$ cat src/rtl/prio_grant_pkg.sv
// Shared types and constants for the prio_grant_ctrl arbiter.
// Optional round-robin mode is selected by defining PRIO_GRANT_RR_EN.
package prio_grant_pkg;

    typedef enum logic [1:0] {
        IDLE    = 2'd0,
        BUSY    = 2'd1,
        RELEASE = 2'd2
    } state_t;

    localparam int unsigned MAX_HOLD_DEFAULT = 255;

    function automatic int unsigned prio_clog2(input int unsigned n);
        int unsigned w;
        w = 0;
        while ((32'd1 << w) < n) w++;
        return w;
    endfunction

endpackage

$ cat src/rtl/prio_grant_ctrl_if.sv
// Request/grant bundle between requesters (master) and the arbiter (slave).
interface prio_grant_ctrl_if #(
    parameter int unsigned N   = 8,
    parameter int unsigned IDW = 3
);
    logic [N-1:0]   req;
    logic           done;
    logic [N-1:0]   gnt;
    logic [IDW-1:0] gnt_id;
    logic           gnt_vld;
    logic           timeout;

    modport master (output req, output done,
                    input gnt, input gnt_id, input gnt_vld, input timeout);
    modport slave  (input req, input done,
                    output gnt, output gnt_id, output gnt_vld, output timeout);
endinterface

$ cat src/rtl/prio_enco_sel.sv
// Combinational N-to-IDW priority encoder; the highest set index wins.
module prio_enco_sel #(
    parameter int unsigned N   = 8,
    parameter int unsigned IDW = 3
) (
    input  logic [N-1:0]   req,
    output logic [IDW-1:0] idx,
    output logic           vld
);
    always_comb begin
        idx = '0;
        vld = |req;
        for (int unsigned i = 0; i < N; i++) begin
            if (req[i]) idx = IDW'(i);
        end
    end
endmodule

$ cat src/rtl/prio_grant_ctrl.sv
// Hold/release arbiter: latches one winner, holds it until done/abandon/timeout,
// then one dead cycle. Define PRIO_GRANT_RR_EN for round-robin priority.
module prio_grant_ctrl
    import prio_grant_pkg::*;
#(
    parameter int unsigned N        = 8,
    parameter int unsigned IDW      = 3,
    parameter int unsigned MAX_HOLD = MAX_HOLD_DEFAULT
) (
    input  logic              clk,
    input  logic              rst_n,
    prio_grant_ctrl_if.slave  bus
);
    if (IDW != prio_clog2(N)) begin : g_bad_idw
        $error("prio_grant_ctrl: IDW must equal clog2(N)");
    end

    state_t         state_q, state_nxt;
    logic [N-1:0]   gnt_q, gnt_nxt;
    logic [IDW-1:0] id_q, id_nxt;
    logic           vld_q, vld_nxt;
    logic           to_q, to_nxt;
    logic [7:0]     cnt_q, cnt_nxt;
    logic           leave;

    logic [N-1:0]   enc_req;
    logic [IDW-1:0] enc_id, sel_id;
    logic           sel_vld;

`ifdef PRIO_GRANT_RR_EN
    logic [IDW-1:0] ptr_q, ptr_nxt;
    logic [IDW:0]   unrot;

    // Rotate so position ptr lands on bit 0 (lowest priority), then map back.
    assign enc_req = N'({bus.req, bus.req} >> ptr_q);

    always_comb begin
        unrot = {1'b0, enc_id} + {1'b0, ptr_q};
        if (unrot >= (IDW+1)'(N)) unrot = unrot - (IDW+1)'(N);
    end
    assign sel_id = unrot[IDW-1:0];
`else
    assign enc_req = bus.req;
    assign sel_id  = enc_id;
`endif

    prio_enco_sel #(.N(N), .IDW(IDW)) u_enco (
        .req (enc_req),
        .idx (enc_id),
        .vld (sel_vld)
    );

    always_comb begin
        state_nxt = state_q;
        gnt_nxt   = gnt_q;
        id_nxt    = id_q;
        vld_nxt   = vld_q;
        to_nxt    = 1'b0;
        cnt_nxt   = cnt_q;
        leave     = 1'b0;
        case (state_q)
            IDLE: begin
                if (sel_vld) begin
                    gnt_nxt   = N'(1) << sel_id;
                    id_nxt    = sel_id;
                    vld_nxt   = 1'b1;
                    cnt_nxt   = '0;
                    state_nxt = BUSY;
                end
            end
            BUSY: begin
                if (cnt_q != 8'(MAX_HOLD)) cnt_nxt = cnt_q + 8'd1;
                // done outranks abandon, which outranks the hold timeout
                if (bus.done) begin
                    leave = 1'b1;
                end else if ((bus.req & gnt_q) == '0) begin
                    leave = 1'b1;
                end else if (cnt_q == 8'(MAX_HOLD - 1)) begin
                    leave  = 1'b1;
                    to_nxt = 1'b1;
                end
                if (leave) begin
                    gnt_nxt   = '0;
                    id_nxt    = '0;
                    vld_nxt   = 1'b0;
                    cnt_nxt   = '0;
                    state_nxt = RELEASE;
                end
            end
            RELEASE: state_nxt = IDLE;
            default: begin
                gnt_nxt   = '0;
                id_nxt    = '0;
                vld_nxt   = 1'b0;
                cnt_nxt   = '0;
                state_nxt = IDLE;
            end
        endcase
    end

`ifdef PRIO_GRANT_RR_EN
    always_comb begin
        ptr_nxt = ptr_q;
        if (leave) ptr_nxt = id_q;
    end

    always_ff @(posedge clk or negedge rst_n) begin
        if (!rst_n) ptr_q <= '0;
        else        ptr_q <= ptr_nxt;
    end
`endif

    always_ff @(posedge clk or negedge rst_n) begin
        if (!rst_n) begin
            state_q <= IDLE;
            gnt_q   <= '0;
            id_q    <= '0;
            vld_q   <= 1'b0;
            to_q    <= 1'b0;
            cnt_q   <= '0;
        end else begin
            state_q <= state_nxt;
            gnt_q   <= gnt_nxt;
            id_q    <= id_nxt;
            vld_q   <= vld_nxt;
            to_q    <= to_nxt;
            cnt_q   <= cnt_nxt;
        end
    end

    assign bus.gnt     = gnt_q;
    assign bus.gnt_id  = id_q;
    assign bus.gnt_vld = vld_q;
    assign bus.timeout = to_q;
endmodule
$ cat src/flat_wrapper.sv
// flat-port wrapper written by rule: the top's interface ports become plain ports
module prio_grant_ctrl_flat import prio_grant_pkg::*;
#(
    parameter int unsigned N        = 8,
    parameter int unsigned IDW      = 3,
    parameter int unsigned MAX_HOLD = MAX_HOLD_DEFAULT
)
  (clk, rst_n, bus_req, bus_done, bus_gnt, bus_gnt_id, bus_gnt_vld, bus_timeout);
  prio_grant_ctrl_if #(.N(N), .IDW(IDW)) bus_i ();
  input  logic clk;
  input  logic rst_n;
  input wire logic [$bits(bus_i.req)-1:0] bus_req;
  input wire logic [$bits(bus_i.done)-1:0] bus_done;
  output wire logic [$bits(bus_i.gnt)-1:0] bus_gnt;
  output wire logic [$bits(bus_i.gnt_id)-1:0] bus_gnt_id;
  output wire logic [$bits(bus_i.gnt_vld)-1:0] bus_gnt_vld;
  output wire logic [$bits(bus_i.timeout)-1:0] bus_timeout;
  assign bus_i.req = bus_req;
  assign bus_i.done = bus_done;
  assign bus_gnt = bus_i.gnt;
  assign bus_gnt_id = bus_i.gnt_id;
  assign bus_gnt_vld = bus_i.gnt_vld;
  assign bus_timeout = bus_i.timeout;
  prio_grant_ctrl #(.N(N), .IDW(IDW), .MAX_HOLD(MAX_HOLD)) u_core (.clk(clk), .rst_n(rst_n), .bus(bus_i));
endmodule
$ cat config.mk
export PLATFORM = sky130hd
export DESIGN_NAME = prio_grant_ctrl_flat
export DESIGN_NICKNAME = d
export VERILOG_FILES = /design/src/rtl/prio_grant_pkg.sv /design/src/rtl/prio_grant_ctrl_if.sv /design/src/rtl/prio_enco_sel.sv /design/src/rtl/prio_grant_ctrl.sv /design/src/flat_wrapper.sv
export SDC_FILE = /design/constraint.sdc
export NUM_CORES = 1
export LEC_CHECK = 0
export BUFFER_PORTS_ARGS = -buffer_cell sky130_fd_sc_hd__buf_2
export CORE_MARGIN = 1
export CORE_UTILIZATION = 57
export CTS_BUF_LIST = sky130_fd_sc_hd__clkbuf_16
export DETAILED_ROUTE_END_ITERATION = 10
export PLACE_DENSITY = 0.83
export REMOVE_ABC_BUFFERS = 1
export SYNTH_ARGS = -nofsm -noshare
export SYNTH_HDL_FRONTEND = slang
export SYNTH_SLANG_ARGS = --single-unit
$ cat constraint.sdc
create_clock -name clk -period 5.3 [get_ports clk]
set_clock_uncertainty 0.05 [all_clocks]
set_input_delay 1.06 -clock clk [delete_from_list [all_inputs] [get_ports clk]]
set_output_delay 1.06 -clock clk [all_outputs]
set_load 0.05 [all_outputs]
After elaboration in Yosys (flattened, before gate mapping)

Cells that the tools add are included.

Output and inout port bits: 13
Word-level logic and storage cells: 53
Register bits: 23
Input port bits: 11

Multiplexer cells: 30
Bitwise gates (word level): 2
$add $sub $neg: 1
Shift-type cells: 1
Equality and inequality tests: 7
Reduce and logical (&&, ||, !) cells: 6

Operators by type and width:

| kind                | count |
|---|---|
| $pmux 8 s3          | 2 |
| $mux 8              | 5 |
| $mux 3              | 8 |
| $mux 1              | 10 |
| $pmux 3 s3          | 1 |
| $add 8x1->8 const B | 1 |
| $and 8x8->8         | 1 |
| $eq 8x8->1 const B  | 1 |
| $logic_not 8->1     | 1 |
| $ne 8x8->1 const B  | 1 |
| $reduce_or 8->1     | 1 |
| $shl 1x3->8 const A | 1 |
| $reduce_and 3->1    | 2 |
| $mux 2              | 2 |
| $ne 2x1->1 const B  | 2 |
| $pmux 2 s2          | 1 |
| $ne 3x1->1 const B  | 1 |
| $pmux 1 s3          | 1 |
| $eq 2x1->1 const B  | 1 |
| $eq 2x2->1 const B  | 1 |
| $logic_not 2->1     | 1 |
| $reduce_and 2->1    | 1 |
| $not 1->1           | 1 |

Longest topological paths before layout

Gate-level depths: netlist of run 1.

Depth after elaboration: 10
Gate-level depth with buffers: 8

By module

From an unflattened synthesis of run 1, not the netlist that was laid out.

Cell total of the unflattened synthesis: 121
Area, all modules: 1248.7 um^2

By module, submodules not included:

| module          | area an instance (um^2) | cells an instance | seq. area each (um^2) | times used |
|---|---|---|---|---|
| prio_grant_ctrl | 1182.4                  | 109               | 575.6                 | 1 |
| prio_enco_sel   | 66.3                    | 12                | 0.0                   | 1 |

Worst setup path after synthesis of run 1

No wires, ideal clock.

Path kind: input -> register
Start point: input port bus_req[6]
End point: register u_core.gnt_q[6] (netlist: u_core.bus.gnt[6])
Stages on the path: 5
Setup slack: 2783 ps
Arrival: 2346 ps
Path through: a22o_1 -> o41ai_4 -> o22ai_2 -> buf_6 -> a32o_1

Longest elaborated chain between the ends: 7
Elaborated cells on any way between the ends: 14
Those cells by class: eq/ne (2); shift (1); mux (7); bitwise (1); reduce/logical (3)

RTL lines:

| element                    | RTL line               | text |
|---|---|---|
| from (decl)                | flat_wrapper.sv:12     | `input wire logic [$bits(bus_i.req)-1:0] bus_req;` |
| $and 8x8->8                | prio_grant_ctrl.sv:76  | `end else if ((bus.req & gnt_q) == '0) begin` |
| $logic_not 8->1            | prio_grant_ctrl.sv:76  |  |
| $mux 1                     | prio_grant_ctrl.sv:76  |  |
| $mux 1                     | prio_grant_ctrl.sv:74  | `if (bus.done) begin` |
| $mux 1                     | prio_grant_ctrl.sv:61  | `case (state_q)` |
| $ne 2x1->1 (no line)       | -                      |  |
| $reduce_and 3->1 (no line) | -                      |  |
| to (signal assigned)       | prio_grant_ctrl.sv:123 | `gnt_q <= gnt_nxt;` |
| to (decl)                  | prio_grant_ctrl.sv:19  | `logic [N-1:0] gnt_q, gnt_nxt;` |

Parallel ways exist; a longest one is shown, timed or not. The select of a mux whose other input is x is not followed.
A chain may end at the register's enable or synchronous reset.

Worst setup path after layout of run 1

Start point: input port bus_req[6]
End point: register u_core.gnt_q[0] (netlist: u_core.bus.gnt[0])

The elaborated chain is that of the path after synthesis.

==> results.sh, run 1 <==
export IMPL_status="finished clean"
export IMPL_ys_types=33
export IMPL_cts_root_buf="clkbuf_16"
export IMPL_dr_pass1_iters=5
export IMPL_ctsHtreeMaxLevel=1
export IMPL_relSlewSlack_pct=56.2
export IMPL_dp_hpwl_um=1910
export IMPL_maxCapViolCount=0
export IMPL_ioPinCount=24
export IMPL_hold_violations=0
export IMPL_netlist_instances=124
export IMPL_pwr_share_clk_pct=25.5
export IMPL_clk_path_buf_depth=2
export IMPL_max_slew_worst_pin_slew_ns=0.652
export IMPL_regArea_um2=576
export IMPL_fin_nets=164
export IMPL_setup_tns_ns=0
export IMPL_grt_pass1_wl_um=4150
export IMPL_yosys_top_cells_area="dfrtp_1, o21ai_0, nand2_1"
export IMPL_rsz0062_at_grt="false"
export IMPL_die_y_um=47.9
export IMPL_swShare_pct=40.7
export IMPL_fin_crit_ns=2.66
export IMPL_netlist_area_leader_share_pct=47.9
export IMPL_comb_power_share_pct=37.0
export IMPL_cts_sink_count=23
export IMPL_final_setup_viol_count=0
export IMPL_grt_max_degree=24
export IMPL_async_flop_share_pct=100
export IMPL_grt_ovfl_total=0
export IMPL_power_frac_seq_pct=37.5
export IMPL_initial_core_util_pct=60.7
export IMPL_worst_setup_path_end_kind="flop"
export IMPL_core_area_um2=1980
export IMPL_first_iter_violations=30
export IMPL_postCtsSetupRepairBufs=0
export IMPL_cts_made_buffers=3
export IMPL_io_buffers=23
export IMPL_fillers=149
export IMPL_leakagePower_nw=0.673
export IMPL_intPower_mw=0.371
export IMPL_dpl_cell_count=173
export IMPL_ant_nets=0
export IMPL_cts_tree="done"
export IMPL_drv_slew=0
export IMPL_ctsHoldBuffers=0
export IMPL_dominantRegCellSynth="dfrtp_1"
export IMPL_die_w_um=47.9
export IMPL_yosysWarningCount=0
export IMPL_multi_input_area_um2=597
export IMPL_drc=0
export IMPL_yosysSeqAreaShare_pct=47.9
export IMPL_fin_util_pct=71.6
export IMPL_drive_above_1_share_pct=24.0
export IMPL_peakVddDrop_v=0.000259
export IMPL_grt_total_usage_pct=26.8
export IMPL_wl_per_cell_um=16.0
export IMPL_crit_fanout=13
export IMPL_netlist_top_cells_count="dfrtp_1, nand2_1, nor2_1, o21ai_0, nand3_1"
export IMPL_antenna_found_initial=0
export IMPL_switchingPower_mw=0.254
export IMPL_power_density_nw_per_um2=440
export IMPL_clkLatencyLatePin_ns=0.26
export IMPL_cts_resized=0
export IMPL_start_kind="input port"
export IMPL_rows=16
export IMPL_num_antenna_cells=0
export IMPL_yosysMostFrequentCell="dfrtp_1"
export IMPL_hold_class="flop to flop"
export IMPL_die_area_um2=2300
export IMPL_period_share_pct=50.3
export IMPL_holdWs_ns=0.427
export IMPL_grt_pass1_vias=928
export IMPL_syn_area_um2=1200
export IMPL_area_growth_pct=18.0
export IMPL_syn_area_per_cell_um2=9.70
export IMPL_via_per_inst=6.33
export IMPL_gp_congestion=0.933
export IMPL_crit_type="input port to flop"
export IMPL_drt_wl_total_um=2840
export IMPL_cp_arrival_ns=2.76
export IMPL_synth_largest_area_cell="dfrtp_1"
export IMPL_final_cells=177
export IMPL_clkSlewWorstSetupHoldPaths_ns=0.06
export IMPL_num_vias=1121
export IMPL_synth_edf_count=0
export IMPL_worstPathRequired_ns=5.39
export IMPL_fmax_mhz=375
export IMPL_synth_seq_cells=23
[cell families (layout without fill, tap and decap cells)]
family / count (synthesis) / in the layout / share of synthesized area, %
buffers and inverters: 6 / 32 / 2.50
AO/OA/AOI/OAI: 38 / 38 / 23.4
adder cells (fa/ha/maj): 2 / 2 / 2.08
AND/OR/NAND/NOR: 55 / 55 / 24.1
flip-flops: 23 / 23 / 47.9
[cell type report]
class | instances | share of cell area (%)
Timing Repair Buffer | 23 | 8.11
Multi-Input combinational cell | 95 | 42.1
Clock buffer | 3 | 5.29
Tap cell | 27 | 2.38
Inverter | 5 | 1.32
Clock inverter | 1 | 0.265
Sequential cell | 23 | 40.6
[cells in the final DEF, fill, tap and decap left out]
master      n
or2_2       1
clkbuf_16   3
nand2b_1    2
a21oi_1     5
nand4_1     1
buf_2      23
a211oi_1    1
ha_1        2
a31oi_1     2
a22o_2      2
a22o_1      4
nor4_2      2
nand3b_1    1
dfrtp_1    23
nand3_1     7
o22ai_2     1
a211o_1     1
nand2_1    15
a21boi_0    1
o31ai_1     5
or3_2       2
nand4b_1    1
nor3_1      3
a32o_1      2
nor3b_2     1
o41ai_4     1
nor2_1     12
inv_1       6
nor3b_1     1
o21a_1      1
or3_1       2
nor4_1      2
and3_1      2
o21ai_0    12
[flip-flops by register name (all words and copies together), names as in the netlist]
| name | count |
|---|---|
| u_core.cnt_q | 8 |
| u_core.bus.timeout | 1 |
| u_core.bus.gnt_vld | 1 |
| u_core.bus.gnt | 8 |
| u_core.bus.gnt_id | 3 |
| u_core.state_q | 2 |
[power by group through the flow]
stage,logic [mW],clock network [mW],registers (mW)
after floorplan,0.0922,0,0.314
after global routing,0.250,0.169,0.239
final,0.231,0.159,0.234
after detailed placement,0.229,0,0.237
after global placement,0.225,0,0.236
after CTS,0.231,0.162,0.234
[critical path, stage by stage]
cell and delay [ns]:
buf_2 0.14, a22o_1 0.27, o41ai_4 0.61, o22ai_2 0.33
a22o_2 0.34
[metal layers]
layer | GRT usage (%) | wire [µm] | up-vias
li1 | - | - | 518
met4 | 17.2 | 108 | 0
met1 | 34.4 | 1160 | 530
met2 | 41.4 | 1360 | 62
met5 | 0 | 0 | -
met3 | 4.91 | 201 | 11
[stage by stage]
stage,power (mW),area [µm²],setup WS [ns]
floorplan,0.406,1190,2.76
global placement,0.462,1340,2.48
detailed placement,0.466,1340,2.42
CTS,0.627,1420,2.67
global route,0.658,1420,2.56
finish,0.625,1420,2.64
[path summary, 6_finish.rpt]
path | startpoint | to | slack, ns | depth (start not counted)
max | bus_req[6] | u_core.bus.gnt[0]$_DFFE_PN0P_ | 2.64 | 5
min | u_core.bus.gnt_id[0]$_DFFE_PN0P_ | u_core.bus.gnt_id[0]$_DFFE_PN0P_ | 0.43 | 2
max reg2reg | u_core.bus.gnt[6]$_DFFE_PN0P_ | u_core.bus.gnt[0]$_DFFE_PN0P_ | 3.17 | 4
min reg2reg | u_core.bus.gnt_id[0]$_DFFE_PN0P_ | u_core.bus.gnt_id[0]$_DFFE_PN0P_ | 0.43 | 2
max in group asynchronous | rst_n | u_core.bus.timeout$_DFF_PN0_ | 4.14 | 1
min in group asynchronous | rst_n | u_core.cnt_q[5]$_DFFE_PN0P_ | 0.72 | 1
Power figures use the tool's default switching activity.
==> run 2, diff against run 1 <==
CORE_UTILIZATION = 48   (was 57)
PLACE_DENSITY = 0.75   (was 0.83)
clock period = 2.2 ns   (was 5.3 ns; I/O delays follow)
==> results.sh, run 2 (synthesis results as in run 1) <==
export IMPL_reg2reg_to="u_core.cnt_q[5]$_DFFE_PN0P_"
export IMPL_grt_ovfl_total=0
export IMPL_use_met3_pct=4.97
export IMPL_hold_class="input port to async pin"
export IMPL_postCtsSetupRepairBufs=0
export IMPL_setup_tns_ns=0
export IMPL_relSlewSlack_pct=57.1
export IMPL_clk_path_buf_depth=2
export IMPL_dp_slack_ns=0.140
export IMPL_worstPathRequired_ns=2.33
export IMPL_final_setup_viol_count=0
export IMPL_crit_type="flop to flop"
export IMPL_maxCapViolCount=0
export IMPL_grt_pass1_wl_um=4930
export IMPL_die_y_um=52.1
export IMPL_die_w_um=52.1
export IMPL_drt_wl_total_um=2750
export IMPL_clkLatencyLatePin_ns=0.26
export IMPL_cts_root_buf="clkbuf_16"
export IMPL_grtUsageMet1_pct=32.0
export IMPL_grt_pass1_vias=1134
export IMPL_crit_fanout=9
export IMPL_cts_resized=0
export IMPL_num_vias=1081
export IMPL_ctsHtreeMaxLevel=1
export IMPL_die_area_um2=2710
export IMPL_area_growth_pct=21.2
export IMPL_max_slew_worst_pin_slew_ns=0.637
export IMPL_num_antenna_cells=0
export IMPL_gp_congestion=0.838
export IMPL_cts_sink_count=23
export IMPL_drive_above_1_share_pct=26.5
export IMPL_setup_slack_ns=0.263
export IMPL_io_buffers=23
export IMPL_first_iter_violations=27
export IMPL_clkSlewWorstSetupHoldPaths_ns=0.06
export IMPL_cpPeakStageDelay_ns=0.44
export IMPL_peakVddDrop_v=0.000964
export IMPL_reg2reg_setup_slack_ns=0.26
export IMPL_ctsHoldBuffers=0
export IMPL_via_per_inst=5.91
export IMPL_cts_made_buffers=3
export IMPL_start_kind="flop"
export IMPL_fmax_mhz=516
export IMPL_dr_pass1_iters=4
export IMPL_grt_max_degree=24
export IMPL_worstReg2RegStart="u_core.state_q[0]$_DFFE_PN0P_"
export IMPL_mostFrequentLayoutCells="buf_2, dfrtp_1, nand2_1"
export IMPL_drv_slew=0
export IMPL_p_total_mw=1.55
export IMPL_rows=17
export IMPL_antenna_found_initial=0
export IMPL_fin_util_pct=64.0
export IMPL_period_share_pct=88.1
export IMPL_ant_nets=0
export IMPL_hold_violations=0
export IMPL_cts_tree="done"
export IMPL_power_density_nw_per_um2=1060
export IMPL_initial_core_util_pct=52.8
export IMPL_met2_usage_pct=40.4
export IMPL_rsz0062_at_grt="false"
export IMPL_ioPinCount=24
export IMPL_wl_per_cell_um=15.0
export IMPL_grt_busiest_layer="met2"
export IMPL_core_area_um2=2280
export IMPL_grt_total_usage_pct=25.4
export IMPL_leakagePower_nw=0.698
export IMPL_status="finished clean"
export IMPL_path_cells="nor3b_2 -> o41ai_4 -> buf_4 -> or2_2 -> or3_1 -> o21ai_0"
export IMPL_reg2regPathDepth=6
export IMPL_critPathSlowestCell="dfrtp_1"
export IMPL_fin_nets=169
export IMPL_worst_setup_path_end_kind="flop"
export IMPL_cp_arrival_ns=2.06
export IMPL_dp_hpwl_um=2120
export IMPL_drc=0
export IMPL_fin_crit_ns=1.94
run 2: layout make-up:
| type | instances | area (µm²) |
|---|---|---|
| Multi-Input combinational cell | 95 | 597 |
| Clock buffer | 3 | 75.1 |
| Sequential cell | 23 | 576 |
| Clock inverter | 1 | 3.75 |
| Fill cell | 196 | 818 |
| Inverter | 5 | 18.8 |
| Timing Repair Buffer | 28 | 153 |
| Tap cell | 28 | 35.0 |
run 2: power by group:
group | internal, mW | switching [mW]
registers | 0.500 | 0.0607
clock network | 0.243 | 0.146
logic | 0.184 | 0.413
run 2: worst max path at each step:
stage	startpoint	to
finish	u_core.state_q[0]$_DFFE_PN0P_	u_core.cnt_q[5]$_DFFE_PN0P_
global route	u_core.state_q[0]$_DFFE_PN0P_	u_core.cnt_q[5]$_DFFE_PN0P_
CTS	u_core.state_q[0]$_DFFE_PN0P_	u_core.cnt_q[5]$_DFFE_PN0P_
detailed placement	bus_req[2]	u_core.bus.gnt[0]$_DFFE_PN0P_
global placement	bus_req[4]	u_core.cnt_q[2]$_DFFE_PN0P_
floorplan	u_core.bus.gnt[6]$_DFFE_PN0P_	u_core.bus.gnt[0]$_DFFE_PN0P_
run 2: critical path, delay by kind of cell, from the launching register on:
kind | cells | cell delay (ns)
and+or+nand+nor | 3 | 0.95
DFF | 1 | 0.44
AOI/OAI and AO/OA | 2 | 0.23
buffers and inverters | 1 | 0.19
run 2: metal layers:
metal,up-vias,share of wire [%]
li1,529,-
met1,525,48
met2,22,48
met3,5,2.9
met4,0,1.8
met5,-,0
run 2: per-stage QoR:
step | area (µm²) | instances | hold slack (ns)
after global placement | 1380 | 179 | 0.381
after global routing | 1460 | 183 | 0.154
after CTS | 1460 | 183 | 0.119
after detailed placement | 1380 | 179 | 0.394
after floorplan | 1190 | 123 | 0.0944
final | 1460 | 183 | 0.103
